### src/rtl/jk_sched_pkg.sv
// Shared encodings for the JK bank scheduler: op codes ({J,K}) and sequencer states.
package jk_sched_pkg;

    localparam logic [1:0] OP_HOLD = 2'b00;
    localparam logic [1:0] OP_CLR  = 2'b01;
    localparam logic [1:0] OP_SET  = 2'b10;
    localparam logic [1:0] OP_TGL  = 2'b11;

    typedef enum logic {
        ST_IDLE = 1'b0,
        ST_RUN  = 1'b1
    } state_e;

endpackage

### src/rtl/jk_bank.sv
// Bank of WIDTH independent JK flip-flops sharing one clock and an async active-low clear.
module jk_bank
    import jk_sched_pkg::*;
#(
    parameter int WIDTH = 8
) (
    input  logic             CLK,
    input  logic             Reset_n,
    input  logic [WIDTH-1:0] J,
    input  logic [WIDTH-1:0] K,
    output logic [WIDTH-1:0] Q
);

    genvar gi;
    generate
        for (gi = 0; gi < WIDTH; gi++) begin : g_cell
            logic q_d;
            logic q_q;

            always_comb begin
                q_d = q_q;
                case ({J[gi], K[gi]})
                    OP_CLR:  q_d = 1'b0;
                    OP_SET:  q_d = 1'b1;
                    OP_TGL:  q_d = ~q_q;
                    default: q_d = q_q;
                endcase
            end

            always_ff @(posedge CLK or negedge Reset_n) begin
                if (!Reset_n) begin
                    q_q <= 1'b0;
                end else begin
                    q_q <= q_d;
                end
            end

            assign Q[gi] = q_q;
        end
    endgenerate

endmodule

### src/rtl/jk_bank_sched.sv
// Round-robin scheduler for two requesters issuing masked, repeated JK commands to one bank.
module jk_bank_sched
    import jk_sched_pkg::*;
#(
    parameter int WIDTH = 8,
    parameter int CNT_W = 4
) (
    input  logic             CLK,
    input  logic             Reset_n,
    input  logic             req0,
    input  logic [1:0]       op0,
    input  logic [WIDTH-1:0] mask0,
    input  logic [CNT_W-1:0] cnt0,
    output logic             gnt0,
    input  logic             req1,
    input  logic [1:0]       op1,
    input  logic [WIDTH-1:0] mask1,
    input  logic [CNT_W-1:0] cnt1,
    output logic             gnt1,
    output logic             busy,
    output logic             done,
    output logic             owner,
    output logic [WIDTH-1:0] Q
);

    localparam logic [CNT_W-1:0] CNT_ONE = {{(CNT_W-1){1'b0}}, 1'b1};

    state_e           state_q, state_d;
    logic             ptr_q, ptr_d;
    logic             owner_q, owner_d;
    logic             done_q, done_d;
    logic [1:0]       op_q, op_d;
    logic [WIDTH-1:0] mask_q, mask_d;
    logic [CNT_W-1:0] rem_q, rem_d;
    logic [WIDTH-1:0] bank_j, bank_k;

    always_comb begin
        state_d = state_q;
        ptr_d   = ptr_q;
        owner_d = owner_q;
        done_d  = 1'b0;
        op_d    = op_q;
        mask_d  = mask_q;
        rem_d   = rem_q;
        gnt0    = 1'b0;
        gnt1    = 1'b0;

        if (state_q == ST_IDLE) begin
            // Grants are gated by reset so nothing is offered while the bank is held clear.
            gnt0 = Reset_n & req0 & (~req1 | ~ptr_q);
            gnt1 = Reset_n & req1 & (~req0 |  ptr_q);
            if (gnt0 || gnt1) begin
                op_d    = gnt1 ? op1   : op0;
                mask_d  = gnt1 ? mask1 : mask0;
                rem_d   = gnt1 ? cnt1  : cnt0;
                owner_d = gnt1;
                ptr_d   = gnt0;
                state_d = ST_RUN;
            end
        end else begin
            if (rem_q == '0) begin
                state_d = ST_IDLE;
                done_d  = 1'b1;
            end else begin
                rem_d = rem_q - CNT_ONE;
            end
        end
    end

    always_ff @(posedge CLK or negedge Reset_n) begin
        if (!Reset_n) begin
            state_q <= ST_IDLE;
            ptr_q   <= 1'b0;
            owner_q <= 1'b0;
            done_q  <= 1'b0;
            op_q    <= OP_HOLD;
            mask_q  <= '0;
            rem_q   <= '0;
        end else begin
            state_q <= state_d;
            ptr_q   <= ptr_d;
            owner_q <= owner_d;
            done_q  <= done_d;
            op_q    <= op_d;
            mask_q  <= mask_d;
            rem_q   <= rem_d;
        end
    end

    assign bank_j = (state_q == ST_RUN) ? ({WIDTH{op_q[1]}} & mask_q) : '0;
    assign bank_k = (state_q == ST_RUN) ? ({WIDTH{op_q[0]}} & mask_q) : '0;

    jk_bank #(
        .WIDTH(WIDTH)
    ) u_bank (
        .CLK    (CLK),
        .Reset_n(Reset_n),
        .J      (bank_j),
        .K      (bank_k),
        .Q      (Q)
    );

    assign busy  = (state_q == ST_RUN);
    assign done  = done_q;
    assign owner = owner_q;

endmodule

### config.mk
export PLATFORM = sky130hd
export DESIGN_NAME = jk_bank_sched
export DESIGN_NICKNAME = d
export VERILOG_FILES = /design/src/rtl/jk_sched_pkg.sv /design/src/rtl/jk_bank.sv /design/src/rtl/jk_bank_sched.sv
export SDC_FILE = /design/constraint.sdc
export NUM_CORES = 1
export LEC_CHECK = 0
export BUFFER_PORTS_ARGS = -buffer_cell sky130_fd_sc_hd__buf_2
export CAP_MARGIN = 30
export CELL_PAD_IN_SITES_DETAIL_PLACEMENT = 2
export CELL_PAD_IN_SITES_GLOBAL_PLACEMENT = 2
export CORE_MARGIN = 4
export CORE_UTILIZATION = 29
export CTS_CLUSTER_DIAMETER = 80
export DETAILED_ROUTE_END_ITERATION = 10
export GPL_TIMING_DRIVEN = 0
export PLACE_DENSITY_LB_ADDON = 0.1
export SETUP_SLACK_MARGIN = 0.5
export SLEW_MARGIN = 30
export SYNTH_ARGS = -nofsm -noshare
export SYNTH_HDL_FRONTEND = slang
export SYNTH_SLANG_ARGS = --single-unit
### constraint.sdc
create_clock -name CLK -period 1.9 [get_ports CLK]
set_clock_uncertainty 0.2 [all_clocks]
set_input_delay 0.19 -clock CLK [delete_from_list [all_inputs] [get_ports CLK]]
set_output_delay 0.19 -clock CLK [all_outputs]
set_load 0.02 [all_outputs]
Word-level counts from Yosys, hierarchy flattened

Index checks and enable logic that the tools add are counted.

Reductions and logical operators: 13
Multiplexer cells: 23
Bitwise operators: 20
$add $sub $neg: 1
Equal/unequal tests: 25

Operator list:

| kind                                             | number |
|---|---|
| == test 2 bit, second input constant             | 16 |
| 2-to-1 mux 8 bit                                 | 3 |
| case mux 1 bit (3 select lines)                  | 8 |
| nonzero test 3 bit                               | 8 |
| AND 8 bit                                        | 2 |
| == test 2 x 1 -> 1 bit, second input constant    | 8 |
| 2-to-1 mux 4 bit                                 | 4 |
| inverter 1 bit                                   | 12 |
| 2-to-1 mux 1 bit                                 | 7 |
| AND 1 bit                                        | 4 |
| zero test 4 bit                                  | 1 |
| AND reduction 2 bit                              | 2 |
| subtractor 4 x 1 -> 4 bit, second input constant | 1 |
| 2-to-1 mux 2 bit                                 | 1 |
| inequality test 2 bit, second input constant     | 1 |
| bitwise OR 1 bit                                 | 2 |
| nonzero test 2 bit                               | 1 |
| logical OR 1 bit                                 | 1 |

Logic and storage cells: 97
Register bits: 26

Longest topological paths before layout

Depth in word-level cells: 6
Mapped depth: 6

Cells and area by module

Synthesis repeated with hierarchy kept, for this count alone.

Cells, all modules: 156
Area total of the unflattened synthesis: 1391.3 sq um

By module, submodules not included:

| module        | area each (sq um) | sequential area each (sq um) | times used | cells an instance |
|---|---|---|---|---|
| jk_bank_sched | 1061.0            | 450.4                        | 1          | 124 |
| jk_bank       | 330.3             | 200.2                        | 1          | 32 |

Worst setup path before layout

Ideal clock, no wire load.

Kind: register to register
Start point: register rem_q[0]
End point: register rem_q[2]
Data required time: 1577 ps
Arrival: 1413 ps
Path buffers: 0
Setup slack: 164 ps
Period minus slack after synthesis: 1736 ps
Stages on the path, launching flop included: 7
Cell sequence: dfrtp_1 -> inv_1 -> ha_1 -> or3b_4 -> a22oi_4 -> a21oi_2 -> o221a_1

Cells in the longest elaborated chain, start to end: 3
Elaborated cells on any way between the ends: 6
Classes of those cells: add/sub (1); eq/ne (1); mux (2); reduce/logical (2)

RTL lines:

| item                                                                | line                                     | RTL |
|---|---|---|
| start: declaration                                                  | jk_bank_sched.sv:34                      | `logic [CNT_W-1:0] rem_q, rem_d;` |
| start signal: assignment                                            | jk_bank_sched.sv:86                      | `rem_q <= rem_d;` |
| subtractor 4 x 1 -> 4 bit / zero test 4 bit (equally long branches) | jk_bank_sched.sv:65, jk_bank_sched.sv:61 |  |
| 2-to-1 mux 4 bit / inequality test 2 bit (equally long branches)    | n/a                                      |  |
| 2-to-1 mux 4 bit / AND reduction 2 bit (equally long branches)      | n/a                                      |  |

Parallel ways exist; a longest one is shown, timed or not. The select of a mux whose other input is x is not followed.
A chain may end at the register's enable or synchronous reset.

Final worst setup path

Start point: register rem_q[0]
End point: register rem_q[1]

The elaborated chain is that of the path after synthesis.

==> summary.md <==
| Metric | Value |
|---|---|
| Tcrit/Tclk final | `98.2%` |
| Final core occ | `54.7%` |
| Tmin final | `1.87 ns` |
| Syn avg cell area | `9.38 sq um` |
| Max VDD drop | `0.695 mV` |
| P_leak | `1.09 nW` |
| Io pins | `45` |
| Power Dens Cells | `1640 nW/um^2` |
| Max FO, Critical Path | `4` |
| Post-route DRC | `0` |
| PortBufs | `44` |
| Min setup slack post-route | `0.0343 ns` |
| Synthesized instance count | `142` |
| Fin. max-slew vios | `0` |
| Initial DRT Pass Iterations | `4` |
| Placed instance area | `1650 sq um` |
| Slew HR | `75.7%` |
| CTS Sinks | `26` |
| Netlist cell types | `32` |
| Die area | `5740 sq um` |
| First-pass GRT wire length | `8070 microns` |
| Syn_nets | `176` |
| Chip width | `75.8 microns` |
| Nets@finish | `274` |
| Vias/cell | `5.13` |
| Total track usage | `19.1%` |
| Hold Vio Cnt, Final | `0` |
| Ant diodes | `0` |
| Placement row count | `24` |
| Crit path required time | `1.86 ns` |
| Clock slew at reported path FFs | `0.10 ns` |
| Fraction of registers with async set/reset | `100%` |
| Dominant synthesized flop cell | `dfrtp_1` |
| Slowest stage delay, CP | `0.41 ns` |
| Outcome | `completed` |
| Number of CTS-inserted buffers | `3` |
| Initial antenna violation count | `0` |
| Area Overhead vs Synth | `80.3%` |
| WP data arrival | `1.82 ns` |
| DRT antenna net count | `0` |
| WL final | `6090 microns` |
| Worst setup path class | `register to register` |
| MaxCap Viol Count | `0` |
| Worst path cell trace | `inv_2 > ha_1 > or3b_4 > a22oi_4 > buf_6 > a21o_2 > o22ai_2` |
| Slowest cell on the critical path | `dfrtp_1` |
| Post-DP HPWL | `3060 microns` |
| CTS tree | `done` |
| Worst setup EP type | `register` |
| Detailed-routed wire length on met3 | `180 microns` |
| Vias in the first global route | `1618` |
| DP Worst Slack | `-0.413 ns` |
| DR WL/cell | `20.9 microns` |
| Top Layer Used | `met4` |
| Initial DRC count | `33` |
| Core area | `4380 sq um` |
| # setup viols final | `0` |
| Gpl congestion | `0.716` |
| Clock latency on the worst-skew pair | `0.28 ns` |
| Worst-margin pin slew | `0.362 ns` |
| Initial core utilization | `30.4%` |
| Worst hold path type | `input pin to register` |
| Pin count of the biggest net entering global routing | `29` |
| DR vias | `1492` |
| Grt total ovfl | `0` |
| FF-to-FF Start | `rem_q[0]` |
| Number of flops mapped to enable cells by yosys | `0` |
| Met2 routed WL | `3390 microns` |
| Setup TNS | `0 ns` |
| Hold_sp | `cnt1[0]` |
| CTS Buffer Depth | `2` |
| M1 WL | `2480 microns` |
| Fillers | `453` |
| Die height | `75.8 microns` |
| Level count of the clock H-tree | `1` |
| RSZ-0062 raised after global routing | `yes` |
| Critical Path Start | `rem_q[0]` |
| Post-synthesis sequential area ratio | `48.9%` |
| Cell area after layout | `2400 sq um` |
| Yosys reg bits | `26` |
| Ratio of cells with drive above 1 in the final layout | `53.1%` |
| Clock Tree Root | `clkbuf_8` |
| R2R Setup Slk | `0.03 ns` |
| Mapped Area | `1330 sq um` |
| CP Launch Type | `register` |
| Fmax | `536 MHz` |
| Syn. warnings | `0` |
-- cell usage after synthesis (all sizes together) (2+ instances only) --
cell | instances | area [sq um]
nor2b | 2 | 22.5
a21o | 2 | 17.5
nand2 | 23 | 86.3
a21oi | 11 | 58.8
or2 | 2 | 12.5
buf | 14 | 90.1
o22ai | 3 | 18.8
nor2 | 13 | 51.3
o21a | 3 | 22.5
ha | 2 | 25.0
and2 | 3 | 18.8
a211oi | 2 | 15.0
dfrtp | 26 | 651
inv | 6 | 22.5
a31oi | 18 | 113
-- power by group --
group / internal, W / switching [W] / total (W) / leakage (nW)
Clock: 0.000282 / 0.000203 / 0.000485 / 0.0357
Combinational: 0.00120 / 0.00110 / 0.00230 / 0.767
Sequential: 0.000838 / 0.000317 / 0.00116 / 0.292
-- metal layers --
layer,vias up,GRT usage [%]
met5,-,0
met4,0,4.85
met3,4,2.77
met2,34,36.4
met1,774,22.0
li1,680,-
-- cells by family (layout without fill, tap and decap cells) --
group	count (synthesis)	count (layout)	synth area share, %
mux	1	1	0.846
simple gates	47	47	16.4
fa+ha+maj	2	2	1.88
compound gates	44	44	22.6
buf+inv	21	118	8.74
flops	26	26	48.9
xor+xnor	1	1	0.658
-- final timing paths --
check                      endpoint  cells after the start
setup / recovery           rem_q[1]                      7
hold / removal             rem_q[0]                      3
setup reg to reg           rem_q[1]                      7
hold reg to reg               owner                      2
max in group asynchronous      busy                      3
min in group asynchronous     owner                      3
-- layout make-up --
type	instances	area (sq um)	share of cell area (%)
plain buffers	15	154	6.41
repair buffers	93	716	29.8
inverters	6	22.5	0.938
multi-input cells	95	717	29.9
flip-flops and latches	26	654	27.3
well taps	52	65.1	2.71
clock inverters	1	30.0	1.25
clock buffers	3	41.3	1.72
-- placed cells by master (no fill, tap or decap), types with 3 or more instances in the layout --
cell type / instances
a21oi_2: 6
a21oi_4: 5
a31oi_1: 15
buf_12: 3
buf_2: 38
buf_4: 29
buf_6: 17
clkbuf_8: 3
dfrtp_1: 23
dfrtp_2: 3
dlygate4sd3_1: 21
inv_1: 3
inv_2: 3
nand2_1: 21
nor2_1: 11
o21a_1: 3
-- per-stage QoR --
step | instances | total power [W] | hold WS (ns)
final | 291 | 0.00394 | 0.0295
after global routing | 291 | 0.00416 | 0.0373
after CTS | 276 | 0.00328 | -0.432
after detailed placement | 238 | 0.00244 | 0.0516
after global placement | 238 | 0.00234 | 0.0407
after floorplan | 142 | 0.00201 | -0.306
-- what timing repair did --
action | in CTS | in global routing
pin swaps | 3 | 13
hold endpoints to repair | 36 | 26
resized for setup | 24 | 42
hold buffers | 20 | 2
endpoints found under the setup margin | 28 | 35
buffers inserted | 13 | 12
cloned | 1 | 1
-- critical path: cells and delay by family, from the launching register on --
family	cells	cell delay, ns
AO/OA/AOI/OAI	3	0.38
adder cells (fa/ha/maj)	1	0.15
flip-flops	1	0.41
buffers and inverters	2	0.21
AND/OR/NAND/NOR	1	0.40
-- sequential cells by signal (all words and copies together) (netlist names) --
register	cells
busy	1
done	1
mask_q	8
op_q	2
owner	1
ptr_q	1
rem_q	4
u_bank.g_cell.q_q	8
Note: power is estimated with default switching activity, not from simulation.
